`config.mk`:
```
export PLATFORM = sky130hd
export DESIGN_NAME = lcd_write_driver
export DESIGN_NICKNAME = d
export VERILOG_FILES = /design/src/rtl/lcd_write_driver.sv
export SDC_FILE = /design/constraint.sdc
export NUM_CORES = 1
export LEC_CHECK = 0
export CORE_UTILIZATION = 46
export CTS_CLUSTER_DIAMETER = 120
export DETAILED_ROUTE_END_ITERATION = 8
export PLACE_DENSITY = 0.73
export SYNTH_ARGS = -nofsm -noshare
export SYNTH_HDL_FRONTEND = slang
export SYNTH_SLANG_ARGS = --single-unit
```
`constraint.sdc`:
```
create_clock -name i_clk -period 7.8 [get_ports i_clk]
set_input_delay 1.56 -clock i_clk [delete_from_list [all_inputs] [get_ports i_clk]]
set_output_delay 1.56 -clock i_clk [all_outputs]
set_load 0.05 [all_outputs]
```
`src/rtl/lcd_write_driver.sv`:
```
// Character-LCD write port: queues 32-bit command words from the LSU and replays
// them as HD44780-style write cycles (RS/DATA setup, EN pulse, hold, execution wait).
module lcd_write_driver #(
    parameter int FIFO_DEPTH  = 4,
    parameter int T_SETUP     = 2,
    parameter int T_EN_HIGH   = 24,
    parameter int T_HOLD      = 2,
    parameter int T_EXEC      = 1850,
    parameter int T_EXEC_LONG = 76000
) (
    input  logic        i_clk,
    input  logic        i_reset,
    input  logic        i_wr,
    input  logic [31:0] i_wdata,
    output logic [31:0] o_status,
    output logic [7:0]  o_lcd_data,
    output logic        o_lcd_rs,
    output logic        o_lcd_rw,
    output logic        o_lcd_en,
    output logic        o_lcd_on
);

    localparam int T_MAX_A = (T_SETUP > T_EN_HIGH) ? T_SETUP : T_EN_HIGH;
    localparam int T_MAX_B = (T_HOLD > T_EXEC) ? T_HOLD : T_EXEC;
    localparam int T_MAX_C = (T_MAX_A > T_MAX_B) ? T_MAX_A : T_MAX_B;
    localparam int T_MAX   = (T_MAX_C > T_EXEC_LONG) ? T_MAX_C : T_EXEC_LONG;
    localparam int CNT_W   = $clog2(T_MAX) + 1;
    localparam int PTR_W   = $clog2(FIFO_DEPTH);

    localparam logic [2:0]       DEPTH_C      = 3'(FIFO_DEPTH);
    localparam logic [CNT_W-1:0] LD_SETUP     = CNT_W'(T_SETUP - 1);
    localparam logic [CNT_W-1:0] LD_EN_HIGH   = CNT_W'(T_EN_HIGH - 1);
    localparam logic [CNT_W-1:0] LD_HOLD      = CNT_W'(T_HOLD - 1);
    localparam logic [CNT_W-1:0] LD_EXEC      = CNT_W'(T_EXEC - 1);
    localparam logic [CNT_W-1:0] LD_EXEC_LONG = CNT_W'(T_EXEC_LONG - 1);

    typedef enum logic [2:0] {
        ST_IDLE,
        ST_SETUP,
        ST_EN_HI,
        ST_HOLD,
        ST_EXEC
    } state_e;

    state_e           state_q,  state_d;
    logic [CNT_W-1:0] cnt_q,    cnt_d;
    logic [PTR_W-1:0] rd_ptr_q, rd_ptr_d;
    logic [PTR_W-1:0] wr_ptr_q, wr_ptr_d;
    logic [2:0]       count_q,  count_d;
    logic             rs_q,     rs_d;
    logic [7:0]       data_q,   data_d;
    logic             en_q,     en_d;
    logic             on_q,     on_d;
    logic             ovf_q,    ovf_d;

    logic [8:0]       fifo_mem_q [FIFO_DEPTH];

    logic             fifo_full;
    logic             fifo_empty;
    logic             push;
    logic             pop;
    logic             long_cmd;
    logic             busy;
    logic             unused_wdata;

    assign unused_wdata = ^{i_wdata[29:10], i_wdata[8]};

    function automatic logic [PTR_W-1:0] ptr_inc(input logic [PTR_W-1:0] p);
        return (p == PTR_W'(FIFO_DEPTH - 1)) ? '0 : p + PTR_W'(1);
    endfunction

    // Fullness uses the registered count, so a write on a pop edge still sees full.
    assign fifo_full  = (count_q == DEPTH_C);
    assign fifo_empty = (count_q == 3'd0);
    assign push       = i_wr && !i_wdata[30] && !fifo_full;
    assign pop        = (state_q == ST_IDLE) && !fifo_empty;
    assign long_cmd   = !rs_q && ((data_q == 8'h01) || (data_q == 8'h02) || (data_q == 8'h03));
    assign busy       = (state_q != ST_IDLE) || !fifo_empty;

    always_comb begin
        wr_ptr_d = push ? ptr_inc(wr_ptr_q) : wr_ptr_q;
        rd_ptr_d = pop ? ptr_inc(rd_ptr_q) : rd_ptr_q;
        unique case ({push, pop})
            2'b10:   count_d = count_q + 3'd1;
            2'b01:   count_d = count_q - 3'd1;
            default: count_d = count_q;
        endcase
    end

    always_comb begin
        on_d  = on_q;
        ovf_d = ovf_q;
        if (i_wr) begin
            on_d = i_wdata[31];
            if (i_wdata[30]) begin
                ovf_d = 1'b0;
            end else if (fifo_full) begin
                ovf_d = 1'b1;
            end
        end
    end

    // NOTE: every output of this block gets a default first, so no path can infer a latch.
    always_comb begin
        state_d = state_q;
        cnt_d   = cnt_q;
        rs_d    = rs_q;
        data_d  = data_q;
        unique case (state_q)
            ST_IDLE: begin
                if (pop) begin
                    rs_d    = fifo_mem_q[rd_ptr_q][8];
                    data_d  = fifo_mem_q[rd_ptr_q][7:0];
                    cnt_d   = LD_SETUP;
                    state_d = ST_SETUP;
                end
            end
            ST_SETUP: begin
                if (cnt_q == '0) begin
                    cnt_d   = LD_EN_HIGH;
                    state_d = ST_EN_HI;
                end else begin
                    cnt_d = cnt_q - CNT_W'(1);
                end
            end
            ST_EN_HI: begin
                if (cnt_q == '0) begin
                    cnt_d   = LD_HOLD;
                    state_d = ST_HOLD;
                end else begin
                    cnt_d = cnt_q - CNT_W'(1);
                end
            end
            ST_HOLD: begin
                if (cnt_q == '0) begin
                    cnt_d   = long_cmd ? LD_EXEC_LONG : LD_EXEC;
                    state_d = ST_EXEC;
                end else begin
                    cnt_d = cnt_q - CNT_W'(1);
                end
            end
            ST_EXEC: begin
                if (cnt_q == '0) begin
                    state_d = ST_IDLE;
                end else begin
                    cnt_d = cnt_q - CNT_W'(1);
                end
            end
            default: state_d = ST_IDLE;
        endcase
        en_d = (state_d == ST_EN_HI);
    end

    // NOTE: sequential state uses non-blocking assignments so all flops update together.
    always_ff @(posedge i_clk) begin
        if (i_reset) begin
            state_q  <= ST_IDLE;
            cnt_q    <= '0;
            rd_ptr_q <= '0;
            wr_ptr_q <= '0;
            count_q  <= '0;
            rs_q     <= 1'b0;
            data_q   <= '0;
            en_q     <= 1'b0;
            on_q     <= 1'b0;
            ovf_q    <= 1'b0;
        end else begin
            state_q  <= state_d;
            cnt_q    <= cnt_d;
            rd_ptr_q <= rd_ptr_d;
            wr_ptr_q <= wr_ptr_d;
            count_q  <= count_d;
            rs_q     <= rs_d;
            data_q   <= data_d;
            en_q     <= en_d;
            on_q     <= on_d;
            ovf_q    <= ovf_d;
        end
    end

    // NOTE: queue storage is not reset; an entry is only read after count marks it valid.
    always_ff @(posedge i_clk) begin
        if (push) begin
            fifo_mem_q[wr_ptr_q] <= {i_wdata[9], i_wdata[7:0]};
        end
    end

    assign o_status   = {on_q, ovf_q, 24'd0, busy, fifo_full, fifo_empty, count_q};
    assign o_lcd_data = data_q;
    assign o_lcd_rs   = rs_q;
    assign o_lcd_rw   = 1'b0;
    assign o_lcd_en   = en_q;
    assign o_lcd_on   = on_q;

endmodule

```
-- Yosys cells after proc, flatten, opt, wreduce, memory -nomap -nowiden
Memory sizes are Yosys's and may differ from the RTL's. A register that Yosys moved wholly into a read port is not among the register bits.
Cells that the tools add are included.
- $add $sub $neg: 5
- eq/ne operators: 15
- mux-type cells: 20
- reduce and logical (&&, ||, !) cells: 21
- operators by type and width (cell ; count):
    18-bit two-way mux ; 5
    18-bit case mux with 5 select lines ; 1
    18-bit logical NOT ; 1
    18-bit by 1-bit subtractor with 18-bit output, second input constant ; 1
    17-bit two-way mux ; 1
    8-bit by 2-bit == test with 1-bit output, second input constant ; 2
    3-bit two-way mux ; 5
    3-bit case mux with 5 select lines ; 1
    3-bit by 2-bit == test with 1-bit output, second input constant ; 3
    8-bit by 1-bit == test with 1-bit output, second input constant ; 1
    2-bit == test, second input constant ; 3
    3-bit == test, second input constant ; 2
    3-bit logical NOT ; 2
    3-bit case mux with 2 select lines ; 1
    5-bit nonzero test ; 1
    2-bit by 1-bit adder with 2-bit output, second input constant ; 2
    1-bit logical AND ; 4
    1-bit logical NOT ; 4
    1-bit two-way mux ; 4
    2-bit two-way mux ; 2
    2-bit inequality test, second input constant ; 2
    2-bit AND reduction ; 2
    2-bit nonzero test ; 2
    3-bit by 1-bit adder with 3-bit output, second input constant ; 1
    other kinds (6) ; 8
- register bits: 31
- bits in writable memories: 36
- output and inout port bits: 44
- logic and storage cells: 70
- memories kept: 1
- memory list (name ; depth ; bits a word ; rd ports ; clocked after Yosys merged registers in ; write ports ; line ; RTL):
    fifo_mem_q ; 4 ; 9 ; 1 ; 1 ; 1 ; 56 ; logic [8:0] fifo_mem_q [FIFO_DEPTH];

-- Logic depth before layout (Yosys ltp)
Gate-level depths: netlist (run 1).
- depth after elaboration: 7
- depth in mapped cells: 11
- gate-level depth less buffers: 10

-- Worst setup path before layout (run 1)
OpenSTA, ideal clock, no wires.
- path kind: input to register
- start: input port i_wdata[30]
- end: register count_q[2]
- setup time: 0.070 ns
- arrival: 3.044 ns
- data required time: 7.730 ns
- setup slack: 4.686 ns
- stages: 8
- path through: nor3b_1 inv_1 ha_1 inv_1 fa_1 xor2_1 or3_1 a21oi_1
- cells in the longest elaborated chain, start to end: 5
- elaborated cells between the ends (all ways): 7
- classes of those cells: eq/ne: 2; mux: 1; reduce/logical: 4
- ends and longest elaborated chain (element ; line ; RTL):
    start: declaration ; 14 ; input logic [31:0] i_wdata,
    1-bit logical NOT (*) ; 75 ; assign push = i_wr && !i_wdata[30] && !fifo_full;
    1-bit logical AND (*) (2 in a row) ; 75 ;
    2-bit by 1-bit == test with 1-bit output or 2-bit == test (tied branches) ; 83 ; unique case ({push, pop})
    3-bit case mux with 2 select lines or 2-bit nonzero test (tied branches) ; n/a ;
    end signal: assignment ; 172 ; count_q <= count_d;
    end: declaration ; 49 ; logic [2:0] count_q, count_d;
Mark *: on every way between the ends. The rest lies on a longest branch, timed or not.
A chain may end at the register's enable or synchronous reset.

-- Worst setup path after layout (run 1)
- start: register count_q[2]
- end: output port o_status[3]
- cells in the longest elaborated chain, start to end: 1
- ends and longest elaborated chain (element ; line ; RTL):
    3-bit logical NOT ; 74 ; assign fifo_empty = (count_q == 3'd0);
    end: declaration ; 15 ; output logic [31:0] o_status,
Every way passes these cells.

==> results of run 1 <==
==> cells in the mapped netlist, drive strengths merged, types with 5 or more instances <==
| cell | instances |
|---|---|
| xor2 | 5 |
| clkbuf | 7 |
| o211ai | 6 |
| nand2 | 37 |
| nor3 | 12 |
| dfxtp | 40 |
| and2 | 5 |
| o21ai | 13 |
| edfxtp | 36 |
| mux2i | 5 |
| inv | 13 |
| nor2 | 31 |
| buf | 36 |
| nand3 | 7 |
| a31oi | 9 |
| a21oi | 26 |
| or3 | 5 |
| nor3b | 8 |
| mux4 | 9 |
| ha | 8 |
==> registers in the layout, summed over array words and instances, names as in the netlist, 2 cells and up <==
name,count
o_lcd_data,8
count_q,3
state_q,3
cnt_q,18
wr_ptr_q,2
fifo_mem_q,36
rd_ptr_q,2
==> worst max-delay path: cells and delay by family (launching register included) <==
| kind | cells | cell delay [ns] |
|---|---|---|
| simple gates | 1 | 0.64 |
| flops | 1 | 0.35 |
| buf+inv | 1 | 0.94 |
==> final timing paths <==
check,startpoint,to,slack [ns],depth (start not counted)
hold / removal,o_lcd_data[5],o_lcd_data[5],0.48,2
setup reg to reg,state_q[1],count_q[2],4.49,9
hold reg to reg,o_lcd_data[5],o_lcd_data[5],0.48,2
setup / recovery,count_q[2],o_status[3],3.97,2
==> per-stage QoR <==
stage                     setup slack (ns)  hold WS (ns)  utilization [%]
after floorplan                       4.69         0.464                -
after CTS                             3.93         0.484             53.0
after detailed placement              3.84         0.471             50.7
after global routing                  3.81         0.503             53.0
final                                 3.97         0.477             53.0
after global placement                3.95         0.466             50.7
==> per-layer routing <==
metal / vias up / share of wire (%)
met5: - / 0
met4: 0 / 1.7
met3: 12 / 3.9
met2: 63 / 50
met1: 1360 / 45
li1: 1365 / -
==> cells in the final DEF (no fill, tap or decap), types with 3 or more instances in the layout <==
cell type / instances
dfxtp_1: 40
nand2_1: 36
edfxtp_1: 36
clkdlybuf4s50_1: 32
nor2_1: 31
a21oi_1: 26
conb_1: 25
inv_1: 13
o21ai_0: 13
nor3_1: 10
mux4_2: 9
clkbuf_8: 9
nor3b_1: 8
a31oi_1: 8
ha_1: 8
nand3_1: 7
o211ai_1: 6
and2_1: 5
xor2_1: 5
mux2i_1: 5
nor2b_1: 4
xnor2_1: 4
or3_1: 4
a211oi_1: 4
and3_1: 3
o31ai_1: 3
nor4_1: 3
or4_1: 3
==> cells by family (layout without fill, tap and decap cells) <==
family	after synthesis	count (layout)	synth area share, %
muxes	14	14	6.51
and+or+nand+nor	132	132	18.0
xor gates and xnor gates	9	9	2.03
DFF	76	76	48.5
other	1	25	0.0966
buffers and inverters	56	62	8.57
adders and majority gates	9	9	3.09
AOI/OAI and AO/OA	79	79	13.3
==> cell type report <==
class                   instances  area [um2]  share of cell area (%)
clock buffers                   9         124                    2.86
clock inverters                 7        57.6                    1.33
inverters                      13        48.8                    1.13
multi-input cells             268        1760                    40.6
flip-flops and latches         76        1880                    43.5
well taps                     105         131                    3.03
repair buffers                 33         328                    7.57
==> run_results.csv, run 1 <==
group,metric,value,unit
floorplanning,rows,33,
floorplanning,die-area,8810,um2
clocking,cts_root_buf,"clkbuf_8",
synth,synth_ff_type,"dfxtp_1",
clocking,clk_latency,0.35,ns
placement,place.gp.congestion,0.888,
synth,synth-seq-cells,76,
synth,yosysWarnings,0,
worst_setup_path,crit_type,"reg -> out",
timing,finalSetupViolations,0,
final_layout,antenna_cells,0,
placement,io_buffers,32,
synth,synth_top_area_cell,"edfxtp_1",
final_layout,area_delta_synth_final,11.5,%
detailed_routing,detail-route-antenna-nets,0,
clocking,cts_buffer_depth,2,
timing,worst_pin_slew,0.865,ns
timing,max_freq,0.261,GHz
timing,rsz0062_at_grt,"no",
clocking,cts_resized,0,
grt,use_met1,24.4,%
floorplanning,die_w,93.9,um
final_layout,drive_above_1_share,8.37,%
synth,synth_edf_count,36,
floorplanning,initial_utilization,47.5,%
detailed_routing,dr.pass1.iters,4,
floorplanning,fp.coreArea,8180,um2
flow_run,drv_cap,0,
worst_setup_path,path_cells,"nor3_1 -> clkdlybuf4s50_1",
detailed_routing,wl,7670,um
grt,grt_pass1_vias,2588,
clocking,htreeDepth,3,
final_layout,nNetsFinal,445,
timing,final.min_clock_period,3.83,ns
grt,grt-ovfl-total,0,
worst_setup_path,cp.arrival,2.27,ns
detailed_routing,via_per_inst,5.48,
detailed_routing,drt-initial-drc-count,203,
synth,yosysTopAreaCellShare,27.8,%
grt,use_met2,31.9,%
synth,syn_avg_cell_area,10.3,um2
worst_setup_path,slowest_delay,0.94,ns
min_path,hp-class,"reg -> reg",
detailed_routing,drc,0,
synth,async_flop_share,0,%
timing,drv_slew,0,
grt,grtUsageMet3,4.13,%
grt,gr-max-usage-layer,"met2",
worst_setup_path,worst-path-max-fanout,7,
detailed_routing,routed-via-count,2800,
floorplanning,die_h,93.9,um
clocking,cts_tree,"done",
grt,track_usage,19.2,%
grt,grt_max_degree,38,
detailed_routing,wire_per_inst,15.0,um
worst_setup_path,cp_slowest_cell,"clkdlybuf4s50_1",
synth,netlist_area,3880,um2
worst_setup_path,start_kind,"flop",
synth,ys_types,62,
final_layout,layout.cells.non_filler,511,
placement,post_dp_cell_area,4150,um2
grt,antenna_found_initial,0,
synth,yosys-top-cells-area,"edfxtp_1 28%, dfxtp_1 21%, buf_4 6.2%, mux4_2 5.2%, nand2_1 3.5%",
clocking,post_cts_buffers,0,
clocking,ctsHoldBuffers,0,
timing,finalHoldViolCount,0,
final_layout,fillers,749,
worst_setup_path,required,6.24,ns
final_layout,fin_area,4330,um2
timing,fin_skew,0.0109,ns
grt,grt_first_pass_wirelength,12800,um
placement,dp_cells,495,
worst_setup_path,cp-end-kind,"primary output",
floorplanning,io_pins,79,
placement,dp_hpwl,5360,um
timing,finalSetupTns,0,ns
clocking,cts_buffers,9,
timing,max_slew_margin,41.9,%
status,status,"completed",
timing,fin_crit_sh,49.1,%
clocking,clkTransAtPathRegs,0.08,ns
synth,yosysSeqAreaShare,48.5,%
clocking,cts.sinks,76,
synth,syn_inst,376,
Power of run 1 is left out: the tool's default activity adds up to more than one toggle a clock period on the data nets, which glitch-free logic cannot reach.
==> run 2, diff against run 1 <==
==> constraint.sdc (replaced) <==
create_clock -name i_clk -period 3.85 [get_ports i_clk]
set_input_delay 0.77 -clock i_clk [delete_from_list [all_inputs] [get_ports i_clk]]
set_output_delay 0.77 -clock i_clk [all_outputs]
set_load 0.05 [all_outputs]
==> run 2 against run 1 <==
Net effect: critical path type unchanged; register-to-register slack worse by 3.3 ns; non-clock buffer count is 3 higher; first-iteration DRC count is 33% lower; critical path depth stayed put.
==> run_results.csv, run 2 (synthesis results as in run 1) <==
group,metric,value,unit
detailed_routing,drc,0,
timing,finalHoldViolCount,0,
clocking,clk_latency,0.36,ns
final_layout,largest_register_ffs,36,
clocking,clkTransAtPathRegs,0.09,ns
timing,max_freq,0.332,GHz
final_layout,regMostFlops,"fifo_mem_q",
clocking,cts_buffer_depth,2,
clocking,ctsHoldBuffers,0,
clocking,post_cts_buffers,0,
floorplanning,fp.coreArea,8180,um2
grt,grt-ovfl-total,0,
final_layout,nNetsFinal,448,
floorplanning,io_pins,79,
final_layout,fin_area,4350,um2
final_layout,drive_above_1_share,9.29,%
clocking,cts_resized,0,
final_layout,fillers,750,
worst_setup_path,required,3.08,ns
worst_setup_path,cp.arrival,2.24,ns
timing,drv_slew,0,
timing,worst_pin_slew,0.890,ns
worst_setup_path,worst-path-max-fanout,7,
clocking,cts_buffers,9,
detailed_routing,dr.pass1.iters,4,
grt,track_usage,19.7,%
worst_setup_path,cp-end-kind,"primary output",
floorplanning,die-area,8810,um2
timing,finalSetupTns,0,ns
clocking,cts_tree,"done",
detailed_routing,wl,7720,um
floorplanning,rows,33,
timing,setup_slack,0.840,ns
final_layout,mostFrequentLayoutCells,"40 x dfxtp_1, 36 x nand2_1, 36 x edfxtp_1",
timing,max_slew_margin,40.2,%
placement,place.gp.congestion,0.876,
placement,pre_cts_slack,0.903,ns
min_path,hp-class,"reg -> reg",
detailed_routing,drt-initial-drc-count,136,
timing,whs,0.478,ns
grt,grt_pass1_vias,2727,
worst_setup_path,start_kind,"flop",
detailed_routing,wire_per_inst,15.0,um
placement,io_buffers,32,
floorplanning,die_w,93.9,um
worst_setup_path,crit_type,"reg -> out",
placement,post_dp_cell_area,4170,um2
floorplanning,initial_utilization,47.5,%
clocking,htreeDepth,3,
timing,final.min_clock_period,3.01,ns
grt,grt_first_pass_wirelength,13100,um
final_layout,antenna_cells,0,
floorplanning,die_h,93.9,um
final_layout,area_delta_synth_final,12.1,%
clocking,cts_root_buf,"clkbuf_8",
detailed_routing,detail-route-antenna-nets,0,
timing,fin_skew,0.00582,ns
placement,dp_hpwl,5380,um
timing,finalSetupViolations,0,
clocking,cts.sinks,76,
status,status,"completed",
grt,antenna_found_initial,0,
flow_run,drv_cap,0,
grt,grt_max_degree,37,
final_layout,final_common_cell,"dfxtp_1",
detailed_routing,via_per_inst,5.50,
timing,rsz0062_at_grt,"no",
timing,fin_crit_sh,78.2,%
detailed_routing,routed-via-count,2825,
## run 2: changes by cell type in the layout (fill, tap and decap cells not counted)
| cell | previous run | this run |
|---|---|---|
| buf_4 | 1 | 4 |
| clkinvlp_4 | 1 | 3 |
| clkinv_1 | 1 | 0 |
| inv_6 | 2 | 1 |
## run 2: final cells by class
cell class	instances	area, um2	area share (%)
clock buffers	9	124	2.84
clock inverters	7	60.1	1.38
inverters	13	48.8	1.12
multi-input cells	268	1760	40.4
flip-flops and latches	76	1880	43.2
well taps	105	131	3.02
repair buffers	36	350	8.05
## run 2: stage by stage
| step | utilization (%) | instances |
|---|---|---|
| final | 53.3 | 514 |
| after global routing | 53.3 | 514 |
| after CTS | 53.3 | 514 |
| after detailed placement | 51.0 | 498 |
| after global placement | 51.0 | 498 |
| after floorplan | - | 400 |
## run 2: routing by layer
metal / GRT usage (%) / share of wire [%] / routed length (um)
met3: 3.40 / 5.0 / 387
met5: 0 / 0 / 0
met2: 32.5 / 50 / 3850
met4: 10.1 / 1.6 / 126
met1: 24.8 / 44 / 3360
## run 2: worst paths after layout
kind                  from  cells after the start       endpoint  slack [ns]
max             count_q[2]                      2    o_status[3]        0.84
min          o_lcd_data[6]                      2  o_lcd_data[6]        0.48
max reg2reg     state_q[1]                     10     count_q[2]        1.19
min reg2reg  o_lcd_data[6]                      2  o_lcd_data[6]        0.48
## run 2: worst max-delay path, cell delays in order (launching register included)
cell and delay (ns):
dfxtp_1 0.35, nor3_1 0.60, clkdlybuf4s50_1 0.93
Power of run 2 is left out for the same reason.
==> run 3, diff against run 2 <==
--- a/config.mk
+++ b/config.mk
@@ -8,7 +8,7 @@
 export CORE_UTILIZATION = 46
 export CTS_CLUSTER_DIAMETER = 120
 export DETAILED_ROUTE_END_ITERATION = 8
-export PLACE_DENSITY = 0.73
+export PLACE_DENSITY = 0.76
 export SYNTH_ARGS = -nofsm -noshare
 export SYNTH_HDL_FRONTEND = slang
 export SYNTH_SLANG_ARGS = --single-unit
==> constraint.sdc (replaced) <==
create_clock -name i_clk -period 2.75 [get_ports i_clk]
set_input_delay 0.55 -clock i_clk [delete_from_list [all_inputs] [get_ports i_clk]]
set_output_delay 0.55 -clock i_clk [all_outputs]
set_load 0.05 [all_outputs]
==> run 3 against run 2 <==
Net effect: die area is the same; core utilization grew 1.5 points; first-iteration DRC count grew 65%; worst hold slack lost 0.0040 ns; register-to-register slack lost 0.80 ns; sequential cell count is the same; sequential share of layout area shrank 1.1 points; critical path depth grew 1; cell count grew 1.6%.
==> run_results.csv, run 3 (synthesis results as in run 1) <==
group,metric,value,unit
clocking,cts.sinks,76,
clocking,cts_tree,"done",
final_layout,regMostFlops,"fifo_mem_q",
floorplanning,die_w,93.9,um
final_layout,multiInputGateArea,1760,um2
detailed_routing,dr.pass1.iters,4,
min_path,hp-class,"reg -> reg",
placement,place.gp.congestion,0.876,
flow_run,drv_cap,0,
grt,grt-ovfl-total,0,
detailed_routing,via_per_inst,5.46,
grt,antenna_found_initial,0,
final_layout,seq_area,1880,um2
clocking,clkTransAtPathRegs,0.08,ns
worst_setup_path,start_kind,"flop",
worst_setup_path,rrSetupSlack,0.39,ns
status,status,"completed",
final_layout,final_common_cell,"dfxtp_1",
timing,finalSetupTns,0,ns
placement,dp_cells,506,
timing,max_slew_margin,40.8,%
clocking,cts_root_buf,"clkbuf_8",
placement,dp_hpwl,5470,um
floorplanning,die_h,93.9,um
timing,fin_skew,0.00509,ns
timing,drv_slew,0,
timing,max_freq,0.378,GHz
floorplanning,fp.coreArea,8180,um2
detailed_routing,drt-initial-drc-count,225,
worst_setup_path,required,2.20,ns
final_layout,mostFrequentLayoutCells,"38 x dfxtp_1, 36 x nand2_1, 36 x edfxtp_1",
clocking,cts_buffer_depth,2,
detailed_routing,routed-via-count,2851,
clocking,cts_resized,0,
worst_setup_path,worst-path-max-fanout,15,
final_layout,antenna_cells,0,
worst_setup_path,cp-end-kind,"primary output",
timing,finalSetupViolations,0,
detailed_routing,wire_per_inst,14.9,um
detailed_routing,wl,7770,um
grt,grt_max_degree,37,
placement,io_buffers,32,
final_layout,area_delta_synth_final,15.2,%
worst_setup_path,cp.arrival,2.10,ns
floorplanning,rows,33,
timing,final.min_clock_period,2.65,ns
timing,finalHoldViolCount,0,
final_layout,layout.cells.non_filler,522,
detailed_routing,detail-route-antenna-nets,0,
clocking,cts_buffers,9,
clocking,post_cts_buffers,0,
clocking,clk_latency,0.35,ns
grt,grt_first_pass_wirelength,13000,um
final_layout,fillers,701,
worst_setup_path,crit_type,"reg -> out",
clocking,ctsHoldBuffers,0,
clocking,htreeDepth,3,
timing,whs,0.474,ns
final_layout,drive_above_1_share,11.3,%
timing,fin_crit_sh,96.2,%
floorplanning,die-area,8810,um2
detailed_routing,drc,0,
timing,rsz0062_at_grt,"no",
floorplanning,initial_utilization,47.5,%
floorplanning,io_pins,79,
final_layout,nNetsFinal,456,
timing,worst_pin_slew,0.880,ns
grt,grt_pass1_vias,2678,
final_layout,largest_register_ffs,36,
grt,track_usage,19.3,%
-- run 3: cell count changes in the layout (fill, tap and decap cells not counted) --
cell,before,now
buf_4,4,12
bufinv_16,0,3
clkbuf_1,0,1
clkinv_2,0,1
clkinvlp_4,3,0
dfxtp_1,40,38
dfxtp_2,0,2
inv_6,1,0
inv_8,1,0
-- run 3: final timing paths --
kind	start	endpoint	cells past startpoint
max	state_q[1]	o_status[5]	3
min	o_lcd_data[4]	o_lcd_data[4]	2
min reg2reg	o_lcd_data[4]	o_lcd_data[4]	2
max reg2reg	state_q[1]	count_q[2]	10
-- run 3: cell type report --
class / instances / share of cell area, %
Timing Repair Buffer: 44 / 9.17
Clock buffer: 10 / 2.85
Tap cell: 105 / 2.94
Clock inverter: 6 / 2.52
Multi-Input combinational cell: 268 / 39.3
Inverter: 13 / 1.09
Sequential cell: 76 / 42.1
-- run 3: worst max-delay path, cell delays in order (launching register included) --
cell             delay (ns)
dfxtp_1                0.66
nor2_1                 0.15
nand3b_1               0.12
clkdlybuf4s50_1        0.81
-- run 3: metal layers --
| metal | share of wire, % | vias up | track usage, % | wire length, um |
|---|---|---|---|---|
| li1 | - | 1391 | - | - |
| met1 | 43 | 1345 | 24.5 | 3330 |
| met2 | 50 | 101 | 31.7 | 3860 |
| met3 | 5.9 | 14 | 4.05 | 459 |
| met4 | 1.6 | 0 | 8.21 | 121 |
| met5 | 0 | - | 0 | 0 |
-- run 3: metrics by stage --
| stage | instance area (um2) | utilization [%] | worst slack, ns |
|---|---|---|---|
| 2_1_floorplan | 3980 | - | 0.00238 |
| 3_3_place_gp | 4230 | 51.8 | 0.232 |
| 3_5_place_dp | 4230 | 51.8 | 0.144 |
| 4_1_cts | 4470 | 54.7 | 0.107 |
| 5_1_grt | 4470 | 54.7 | 0.0381 |
| 6_report | 4470 | 54.7 | 0.103 |
Power of run 3 is left out for the same reason.
